[src/rtl/clk_pkg.sv]
// ---------------------------------------------------------------------------
// clk_pkg
//   Shared definitions for the clock display pipeline:
//     - bcd_t      : one BCD digit (4 bits)
//     - SEC_WRAP   : seconds modulus
//     - mode_e     : operating modes of the MM:SS stage (RUN, PAUSED, ADJUST)
//     - BLANK_*    : per-digit blank masks {min_tens, min_ones, sec_tens, sec_ones}
//     - decode_mode: priority decode of the adj / pause levels
// ---------------------------------------------------------------------------
package clk_pkg;

    typedef logic [3:0] bcd_t;

    localparam int SEC_WRAP = 60;

    typedef enum logic [1:0] {
        MODE_RUN    = 2'd0,
        MODE_PAUSED = 2'd1,
        MODE_ADJUST = 2'd2
    } mode_e;

    localparam logic [3:0] BLANK_NONE = 4'b0000;
    localparam logic [3:0] BLANK_SEC  = 4'b0011;
    localparam logic [3:0] BLANK_MIN  = 4'b1100;

    // Adjust wins over pause; pause only matters in run mode.
    function automatic mode_e decode_mode(input logic adj, input logic pause);
        mode_e m;
        if (adj) begin
            m = MODE_ADJUST;
        end else if (pause) begin
            m = MODE_PAUSED;
        end else begin
            m = MODE_RUN;
        end
        return m;
    endfunction

endpackage

[src/rtl/bcd_mod_counter.sv]
// ---------------------------------------------------------------------------
// bcd_mod_counter
//   Two-digit BCD counter counting 0 .. MOD-1 (MOD legal range 1..100).
//   Increments on every cycle with inc_i high; at MOD-1 it returns to 00 and
//   raises carry_o combinationally in that same cycle so a following stage
//   can increment on the same clock edge.
//
//   Ports:
//     clk     in   system clock
//     rst     in   asynchronous active-high reset (digits -> 00)
//     inc_i   in   increment enable
//     tens_o  out  tens digit (registered)
//     ones_o  out  ones digit (registered)
//     carry_o out  inc_i while the count sits at MOD-1 (wrap this edge)
// ---------------------------------------------------------------------------
module bcd_mod_counter
    import clk_pkg::*;
#(
    parameter int MOD = 60
) (
    input  logic       clk,
    input  logic       rst,
    input  logic       inc_i,
    output logic [3:0] tens_o,
    output logic [3:0] ones_o,
    output logic       carry_o
);

    localparam int   MAX_VAL  = MOD - 1;
    localparam bcd_t MAX_TENS = bcd_t'(MAX_VAL / 10);
    localparam bcd_t MAX_ONES = bcd_t'(MAX_VAL % 10);

    bcd_t tens_q, tens_d;
    bcd_t ones_q, ones_d;
    logic at_max;

    assign at_max  = (tens_q == MAX_TENS) && (ones_q == MAX_ONES);
    assign carry_o = inc_i && at_max;

    always_comb begin
        tens_d = tens_q;
        ones_d = ones_q;
        if (inc_i) begin
            if (at_max) begin
                tens_d = 4'd0;
                ones_d = 4'd0;
            end else if (ones_q == 4'd9) begin
                tens_d = tens_q + 4'd1;
                ones_d = 4'd0;
            end else begin
                ones_d = ones_q + 4'd1;
            end
        end
    end

    always_ff @(posedge clk or posedge rst) begin
        if (rst) begin
            tens_q <= 4'd0;
            ones_q <= 4'd0;
        end else begin
            tens_q <= tens_d;
            ones_q <= ones_d;
        end
    end

    assign tens_o = tens_q;
    assign ones_o = ones_q;

endmodule

[src/rtl/mmss_counter.sv]
// ---------------------------------------------------------------------------
// mmss_counter
//   BCD MM:SS timekeeping stage. Counts the 1 Hz tick in run mode, holds in
//   pause, and in adjust mode steps the selected field (seconds or minutes)
//   on the adjust strobe without inter-field carry. wrap pulses for the one
//   cycle in which the digits first read 00:00 after a full rollover.
//
//   Optional feature macro: ADJ_BLINK_EN
//     defined   : a blink phase toggles on each tick while adj=1; while it is
//                 1 the digits of the selected field are blanked.
//     undefined : blank is constant 4'b0000, no phase flop.
//
//   Parameters:
//     MIN_WRAP  minute modulus (1..100), minutes count 0..MIN_WRAP-1
//
//   Ports:
//     clk       in   system clock
//     rst       in   asynchronous active-high reset
//     tick      in   one-cycle 1 Hz count strobe
//     tick_adj  in   one-cycle adjust strobe
//     pause     in   hold count (run mode only)
//     adj       in   adjust mode select
//     sel       in   adjust target: 0 = seconds, 1 = minutes
//     min_tens, min_ones, sec_tens, sec_ones  out  BCD digits (registered)
//     wrap      out  rollover pulse (registered)
//     blank     out  per-digit blank mask {min_tens,min_ones,sec_tens,sec_ones}
//
//   Strobe handshake: tick and tick_adj are plain one-cycle enables, each
//   high cycle is consumed on the clock edge that samples it; a strobe not
//   belonging to the current mode is dropped, never queued.
// ---------------------------------------------------------------------------
module mmss_counter
    import clk_pkg::*;
#(
    parameter int MIN_WRAP = 60
) (
    input  logic       clk,
    input  logic       rst,
    input  logic       tick,
    input  logic       tick_adj,
    input  logic       pause,
    input  logic       adj,
    input  logic       sel,
    output logic [3:0] min_tens,
    output logic [3:0] min_ones,
    output logic [3:0] sec_tens,
    output logic [3:0] sec_ones,
    output logic       wrap,
    output logic [3:0] blank
);

    mode_e mode;
    logic  run_tick;
    logic  adj_tick;
    logic  sec_inc;
    logic  min_inc;
    logic  sec_carry;
    logic  min_carry;
    logic  wrap_q, wrap_d;

    assign mode     = decode_mode(adj, pause);
    assign run_tick = (mode == MODE_RUN) && tick;
    assign adj_tick = (mode == MODE_ADJUST) && tick_adj;

    // In adjust mode only the selected field moves and carries are ignored.
    assign sec_inc = run_tick || (adj_tick && !sel);
    assign min_inc = (run_tick && sec_carry) || (adj_tick && sel);

    // Full rollover only counts when it came from the 1 Hz chain.
    assign wrap_d = run_tick && sec_carry && min_carry;

    bcd_mod_counter #(
        .MOD (SEC_WRAP)
    ) u_sec (
        .clk     (clk),
        .rst     (rst),
        .inc_i   (sec_inc),
        .tens_o  (sec_tens),
        .ones_o  (sec_ones),
        .carry_o (sec_carry)
    );

    bcd_mod_counter #(
        .MOD (MIN_WRAP)
    ) u_min (
        .clk     (clk),
        .rst     (rst),
        .inc_i   (min_inc),
        .tens_o  (min_tens),
        .ones_o  (min_ones),
        .carry_o (min_carry)
    );

    always_ff @(posedge clk or posedge rst) begin
        if (rst) begin
            wrap_q <= 1'b0;
        end else begin
            wrap_q <= wrap_d;
        end
    end

    assign wrap = wrap_q;

`ifdef ADJ_BLINK_EN
    logic       phase_q, phase_d;
    logic [3:0] blank_q, blank_d;

    // Mask is built from the next phase and the currently sampled sel so the
    // registered mask lines up with the phase flop and follows sel one edge
    // later without touching the phase.
    always_comb begin
        phase_d = 1'b0;
        if (mode == MODE_ADJUST) begin
            phase_d = phase_q ^ tick;
        end
        blank_d = BLANK_NONE;
        if (phase_d) begin
            blank_d = sel ? BLANK_MIN : BLANK_SEC;
        end
    end

    always_ff @(posedge clk or posedge rst) begin
        if (rst) begin
            phase_q <= 1'b0;
            blank_q <= BLANK_NONE;
        end else begin
            phase_q <= phase_d;
            blank_q <= blank_d;
        end
    end

    assign blank = blank_q;
`else
    assign blank = BLANK_NONE;
`endif

endmodule

[config.mk]
export PLATFORM = sky130hd
export DESIGN_NAME = mmss_counter
export DESIGN_NICKNAME = d
export VERILOG_FILES = /design/src/rtl/clk_pkg.sv /design/src/rtl/bcd_mod_counter.sv /design/src/rtl/mmss_counter.sv
export SDC_FILE = /design/constraint.sdc
export NUM_CORES = 1
export LEC_CHECK = 0
export CAP_MARGIN = 5
export CORE_AREA = 2 2 44 62
export CTS_BUF_LIST = sky130_fd_sc_hd__clkbuf_16
export DETAILED_ROUTE_END_ITERATION = 10
export DIE_AREA = 0 0 46 64
export GPL_TIMING_DRIVEN = 0
export PLACE_DENSITY_LB_ADDON = 0.3
export REMOVE_ABC_BUFFERS = 1
export SETUP_SLACK_MARGIN = 0.3
export SLEW_MARGIN = 20
export SYNTH_ARGS = -nofsm -noshare
export SYNTH_HDL_FRONTEND = slang
export SYNTH_HIERARCHICAL = 1
export SYNTH_SLANG_ARGS = --single-unit
[constraint.sdc]
create_clock -name clk -period 2.47 [get_ports clk]
set_input_delay 0.494 -clock clk [delete_from_list [all_inputs] [get_ports clk]]
set_output_delay 0.494 -clock clk [all_outputs]
set_load 0.03 [all_outputs]
==> summary.json <==
{
  "initial_antenna_violation_count": 0,
  "clock_insertion_delay_worst_skew_ps": 250,
  "synth_cells": 110,
  "layout.cells.non_filler": 162,
  "floorplan.initialDensity_pct": 45.0,
  "layout.area.seq_sq_um": 425,
  "timing.critical_path.to_type": "flop",
  "post-synth-top-count-cell": "sky130_fd_sc_hd__o21ai_0",
  "layout-drive-gt1-share_pct": 15.8,
  "synth_sequential_area_ratio_pct": 40.0,
  "critPathRequiredTime_ps": 2660,
  "maxClockFrequency_mhz": 480,
  "switching_power_summed_over_all_nets_uw": 671,
  "setup_viol_count_final": 0,
  "area_enclosed_by_the_die_boundary_sq_mm": 0.00294,
  "p_comb_share_pct": 46.0,
  "die-height_um": 64,
  "grt_start_max_net_pins": 10,
  "floorplan.die.width_um": 46,
  "areal_power_density_over_the_cells_mw_per_mm2": 1100,
  "synthesis.yosys.warnings": 6,
  "drt-initial-drc-count": 39,
  "grt_setup_unrepaired": "false",
  "cts_buffers": 3,
  "clock_sink_count": 17,
  "gp_congestion": 0.754,
  "synth_cell_types": 22,
  "cp-start-kind": "input port",
  "detailed_place_hpwl_um": 1610,
  "detail_route.vias_per_cell": 5.55,
  "cts.root.buffer_cell": "sky130_fd_sc_hd__clkbuf_16",
  "p_seq_share_pct": 33.8,
  "postSynth.asyncResetShare_pct": 100,
  "cts_hold_buf": 0,
  "design.portCount": 28,
  "wl_per_cell_um": 14.3,
  "syn_area_per_cell_sq_um": 9.68,
  "placementRows": 21,
  "leading_post_synthesis_cells_by_instance_count": "sky130_fd_sc_hd__o21ai_0 (20), sky130_fd_sc_hd__dfrtp_1 (17), sky130_fd_sc_hd__nand2_1 (16)",
  "number_of_design_rule_violations_left_after_detail_routing": 0,
  "slew_violations": 0,
  "synthTopCellsByArea": "sky130_fd_sc_hd__dfrtp_1 (40%), sky130_fd_sc_hd__ha_1 (9.4%), sky130_fd_sc_hd__o21ai_0 (9.4%)",
  "antennaDiodeCount": 0,
  "critPathMaxFanout": 3,
  "number_of_max_capacitance_violations_reported": 0,
  "cts_max_level": 1,
  "worstHoldPathType": "in2async",
  "worst_setup_hold_path_clk_slew_ps": 50,
  "cts-root-to-sink-buffers": 2,
  "power_frac_clock_pct": 20.2,
  "max-vdd-ir-drop_mv": 0.778,
  "final_nets": 155,
  "vias": 899,
  "tritoncts": "done",
  "cellInternalPower_uw": 910,
  "grt_first_pass_wirelength_um": 3860,
  "dp.cells": 153,
  "via_count_of_the_first_global_routing_pass": 888,
  "drt.antenna.violating_nets": 0,
  "power.static_leakage_uw": 0.000690,
  "criticalPathCategory": "in2reg",
  "ys_seq_elements": 17,
  "io_buffers": 23,
  "areaGrowthSynthToFinish_pct": 35.0,
  "multi_input_comb_area_sq_um": 619,
  "postRouteWirelength_um": 2320,
  "post-synth-top-area-cell": "sky130_fd_sc_hd__dfrtp_1",
  "final.period_utilization_pct": 84.4,
  "coreArea_sq_mm": 0.00236,
  "hold-worst-slack_ps": 458,
  "synth_ff_type": "sky130_fd_sc_hd__dfrtp_1",
  "synth-edff-count": 0,
  "synth_area_sq_mm": 0.00106,
  "post-synth-top-area-fraction_pct": 40.0,
  "detailedRoute.firstPassIterationCount": 3,
  "run_status": "completed",
  "pre_cts_setup_slack_ps": -1700,
  "final_period_minus_worst_setup_slack_ps": 2080,
  "timing.final.hold_violations": 0,
  "filler_cell_count": 206,
  "worst-endpoint-arrival_ps": 2270,
  "grtUsageTotal_pct": 17.9,
  "skew_ps": 1.37,
  "grt.overflow.total": 0,
  "finalWorstSetupSlack_ps": 385,
  "power.switching_fraction_pct": 42.4
}
per-layer routing:
layer	vias to the layer above	wire (um)	global-route usage, %
met1	432	941	19.9
met2	22	1240	30.2
met4	0	67	9.64
li1	438	-	-
met5	-	0	0
met3	7	78	3.39
what timing repair did:
action,4_1_cts,5_1_grt
pin swaps,6,1
gates resized for setup,17,2
setup buffers,5,0
setup endpoints to repair,16,8
power by group through the flow:
stage	Sequential (uW)	Clock [uW]	Combinational, uW
final	535	320	726
after global routing	555	340	785
after CTS	536	326	730
after detailed placement	538	0	712
after global placement	530	0	692
after floorplan	702	0	255
state kept, by name, summed over array words and instances, names as in the netlist:
signal / count
wrap: 1
u_min/tens_o: 4
u_sec/ones_o: 4
u_sec/tens_o: 4
u_min/ones_o: 4
per-stage QoR:
step / setup TNS (ps) / total power (uW) / area, sq um / utilization (%)
after floorplan: -3570 / 958 / 1030 / -
after global placement: -13140 / 1220 / 1290 / 54.6
after detailed placement: -14410 / 1250 / 1290 / 54.6
after CTS: 0 / 1590 / 1440 / 61.0
after global routing: 0 / 1680 / 1440 / 60.8
final: 0 / 1580 / 1440 / 60.8
area by class of cell:
class	instances	area share (%)
sequential	17	29.6
clock buffer	3	5.22
tap	23	2.00
multi-input combinational	83	43.1
clock inverter	1	0.261
inverter	7	1.83
timing repair buffer	28	18.0
layout by cell type, fill, tap and decap left out:
cell,instances
sky130_fd_sc_hd__clkdlybuf4s50_1,18
sky130_fd_sc_hd__o21ai_0,17
sky130_fd_sc_hd__dfrtp_1,17
sky130_fd_sc_hd__nand2_1,16
sky130_fd_sc_hd__inv_1,8
sky130_fd_sc_hd__ha_1,8
sky130_fd_sc_hd__nand3_1,5
sky130_fd_sc_hd__buf_4,5
sky130_fd_sc_hd__conb_1,4
sky130_fd_sc_hd__and4b_2,4
sky130_fd_sc_hd__nor2b_1,4
sky130_fd_sc_hd__nand3b_1,3
sky130_fd_sc_hd__clkbuf_16,3
sky130_fd_sc_hd__dlygate4sd2_1,3
sky130_fd_sc_hd__o21ai_4,2
sky130_fd_sc_hd__o22ai_1,2
sky130_fd_sc_hd__nand4b_4,2
sky130_fd_sc_hd__nor3b_1,2
sky130_fd_sc_hd__a21o_1,2
sky130_fd_sc_hd__mux2i_1,2
sky130_fd_sc_hd__a21boi_0,2
sky130_fd_sc_hd__or4_1,2
sky130_fd_sc_hd__nand3b_4,1
sky130_fd_sc_hd__nor3b_2,1
sky130_fd_sc_hd__nand2b_4,1
sky130_fd_sc_hd__clkbuf_2,1
sky130_fd_sc_hd__clkdlybuf4s15_1,1
sky130_fd_sc_hd__o21ai_1,1
sky130_fd_sc_hd__nor2_2,1
sky130_fd_sc_hd__nor2_4,1
cells by family after synthesis:
kind of cell,share of synthesized area [%]
AOI/OAI and AO/OA,13.4
adders and majority gates,9.40
buffers and inverters,6.70
DFF,40.0
muxes,1.88
other,0.352
and+or+nand+nor,28.3
worst max-delay path: stages:
cell and delay (ps):
sky130_fd_sc_hd__dlygate4sd2_1 250, sky130_fd_sc_hd__nand2b_4 150, sky130_fd_sc_hd__o21ai_4 190, sky130_fd_sc_hd__nand4b_4 160
sky130_fd_sc_hd__nor2_4 130, sky130_fd_sc_hd__nand3b_4 100, sky130_fd_sc_hd__o21ai_4 200, sky130_fd_sc_hd__nand4b_4 110
sky130_fd_sc_hd__or4_1 410, sky130_fd_sc_hd__nand2_1 80
worst paths after layout:
| path | startpoint | end | slack [ps] | cells after the start |
|---|---|---|---|---|
| max in group asynchronous | rst | u_sec/ones_o[2] | 1620 | 2 |
| min in group clk | adj | wrap | 540 | 2 |
| hold / removal | rst | wrap | 460 | 2 |
| hold reg to reg | u_min/tens_o[2] | u_min/tens_o[2] | 550 | 1 |
| setup reg to reg | u_sec/ones_o[1] | u_min/tens_o[3] | 460 | 9 |
| setup / recovery | pause | u_min/tens_o[3] | 390 | 10 |
No activity file was read; power rests on OpenSTA's default activity.
==> RTL change, RTL diff (config.mk and constraints unchanged) <==
Register the inputs `tick_adj`, `pause` and `adj` before use, without a reset. The logic sees them one clock later. The other inputs are not delayed to match. Comments in the files are not updated.
--- a/src/rtl/mmss_counter.sv
+++ b/src/rtl/mmss_counter.sv
@@ -49,6 +49,16 @@
     output logic [3:0] blank
 );
 
+    logic tick_adj_q;
+    logic pause_q;
+    logic adj_q;
+
+    always_ff @(posedge clk) begin
+        tick_adj_q <= tick_adj;
+        pause_q    <= pause;
+        adj_q      <= adj;
+    end
+
     mode_e mode;
     logic  run_tick;
     logic  adj_tick;
@@ -58,9 +68,9 @@
     logic  min_carry;
     logic  wrap_q, wrap_d;
 
-    assign mode     = decode_mode(adj, pause);
+    assign mode     = decode_mode(adj_q, pause_q);
     assign run_tick = (mode == MODE_RUN) && tick;
-    assign adj_tick = (mode == MODE_ADJUST) && tick_adj;
+    assign adj_tick = (mode == MODE_ADJUST) && tick_adj_q;
 
     // In adjust mode only the selected field moves and carries are ignored.
     assign sec_inc = run_tick || (adj_tick && !sel);
Behaviour: not the same (Yosys sat finds a counterexample within 4 cycles, from zero or initial values and one cycle with rst high).
==> RTL change against the unedited design <==
Area after synthesis is 5.6% higher; final area is 6.4% higher; routed wire length is 0.56% lower; worst setup slack worse by 0.0015 ns; non-clock buffer count is 3 higher; final cell count is 3.7% higher; combinational power is 2% higher; register-to-register slack worse by 0.03 ns; sequential share of layout area is 2.2 points higher; core utilization is 3.9 points higher; total power is 5.0% higher; sequential cell count is 3 higher.
==> RTL change: results (changes against the unedited design) <==
combinational power share=0.445 (was 0.460); first-pass GRT wire length=4220 um (was 3860 um); vias in the first global route=961 (was 888); commonest cells in the synthesized netlist=o21ai_0 (20), dfrtp_1 (17), nand2_1 (16) (unchanged); Detailed Routing Iterations Pass 1=4 (was 3); Port Buf Inserts=23 (unchanged); Lkg Pwr=0.721 nW (was 0.690 nW); routability cong.=0.751 (was 0.754); worst slack, placed=-1.71 ns (was -1.70 ns); sequential share of the synthesized area=0.432 (was 0.400); post-CTS setup buffers=7 (was 5); crit-path max FO=4 (was 3); Worst-Skew Late Latency=0.25 ns (about the same); TritonCTS buffer count=3 (unchanged); VDD IR-drop max=664 uV (was 778 uV); r2r setup slk=0.43 ns (was 0.46 ns); Synth Area in Compound Gates=0.127 (was 0.134); status=finished clean (unchanged); Post-CTS Resized=11 (was 17); Yosys Warn Count=6 (unchanged); top post-synthesis cells by area=dfrtp_1 (38%), ha_1 (8.9%), o21ai_0 (8.9%) (was dfrtp_1 (40%), ha_1 (9.4%), o21ai_0 (9.4%)); post-synthesis xor/xnor area fraction=0 (unchanged); Worst Hold Class=primary input to async pin (unchanged); drt wl/cell=13.8 um (was 14.3 um); clock network power=0.000332 W (was 0.000320 W); Synth async-reset ratio=0.850 (was 1.00); Inserted Diodes=0 (unchanged); Arr. time, crit path=2.23 ns (was 2.27 ns); Worst Skew=0.00425 ns (was 0.00137 ns); Sw Share=0.415 (was 0.424); GRT Total Usage=0.191 (was 0.179); Filler Cell Count=197 (was 206); clock root buffer=clkbuf_16 (unchanged); dpl hpwl=1670 um (was 1610 um); initial DRC count=10 (was 39); final worst-path cycle share=0.845 (was 0.844); H-tree levels=1 (unchanged); clock power share=0.200 (was 0.202); largest net degree at the start of global routing=12 (was 10); adder-cell area share of the yosys netlist=0.0890 (was 0.0940); clock tree buffer depth=2 (unchanged); multiplexer area fraction after synthesis=0.0178 (was 0.0188); via count=903 (was 899); initial antenna violation count=0 (unchanged); layout cells sized above 1=0.172 (was 0.158); post-synth cell types=23 (was 22); Top FF cell, synth=dfrtp_1 (unchanged); clk slew on worst S/H paths=0.06 ns; nets=161 (was 155)
[RTL change: routing by layer]
metal,wire length (um),vias up,global-route usage
li1,-,451,-
met1,908,435,0.227
met2,1330,15,0.321
met3,56,2,0.0339
met4,18,0,0.0821
met5,0,-,0
[RTL change: critical path, stage by stage]
cell,delay [ns]
dlygate4sd2_1,0.24
nand3b_1,0.20
o21ai_4,0.11
nand4b_4,0.13
nor2_4,0.15
nand3b_4,0.09
o21ai_4,0.20
buf_6,0.13
and4b_2,0.26
o21ai_2,0.06
a21o_1,0.17
[RTL change: cell type report]
type | count | area share
repair buffers | 31 | 0.191
flip-flops and latches | 20 | 0.318
multi-input cells | 83 | 0.403
inverters | 7 | 0.0172
clock inverters | 1 | 0.00245
well taps | 23 | 0.0188
clock buffers | 3 | 0.0491
[RTL change: path summary, 6_finish.rpt]
kind,startpoint,endpoint,depth (start not counted)
max in group asynchronous,rst,u_sec/ones_o[0]$_DFFE_PP0P_,2
hold reg to reg,adj_q$_DFF_P_,wrap$_DFF_PP0_,1
hold / removal,rst,wrap$_DFF_PP0_,2
setup / recovery,sel,u_min/tens_o[2]$_DFFE_PP0P_,11
setup reg to reg,u_sec/ones_o[1]$_DFFE_PP0P_,u_min/tens_o[2]$_DFFE_PP0P_,10
min in group clk,adj_q$_DFF_P_,wrap$_DFF_PP0_,1
[RTL change: per-stage QoR]
stage | hold WS, ns | setup TNS, ns | std cells | area, sq um
2_1_floorplan | 0.223 | -2.92 | 110 | 1090
3_3_place_gp | 0.482 | -12.55 | 156 | 1350
3_5_place_dp | 0.497 | -14.06 | 156 | 1350
4_1_cts | 0.440 | 0 | 167 | 1510
5_1_grt | 0.472 | 0 | 168 | 1530
6_report | 0.447 | 0 | 168 | 1530
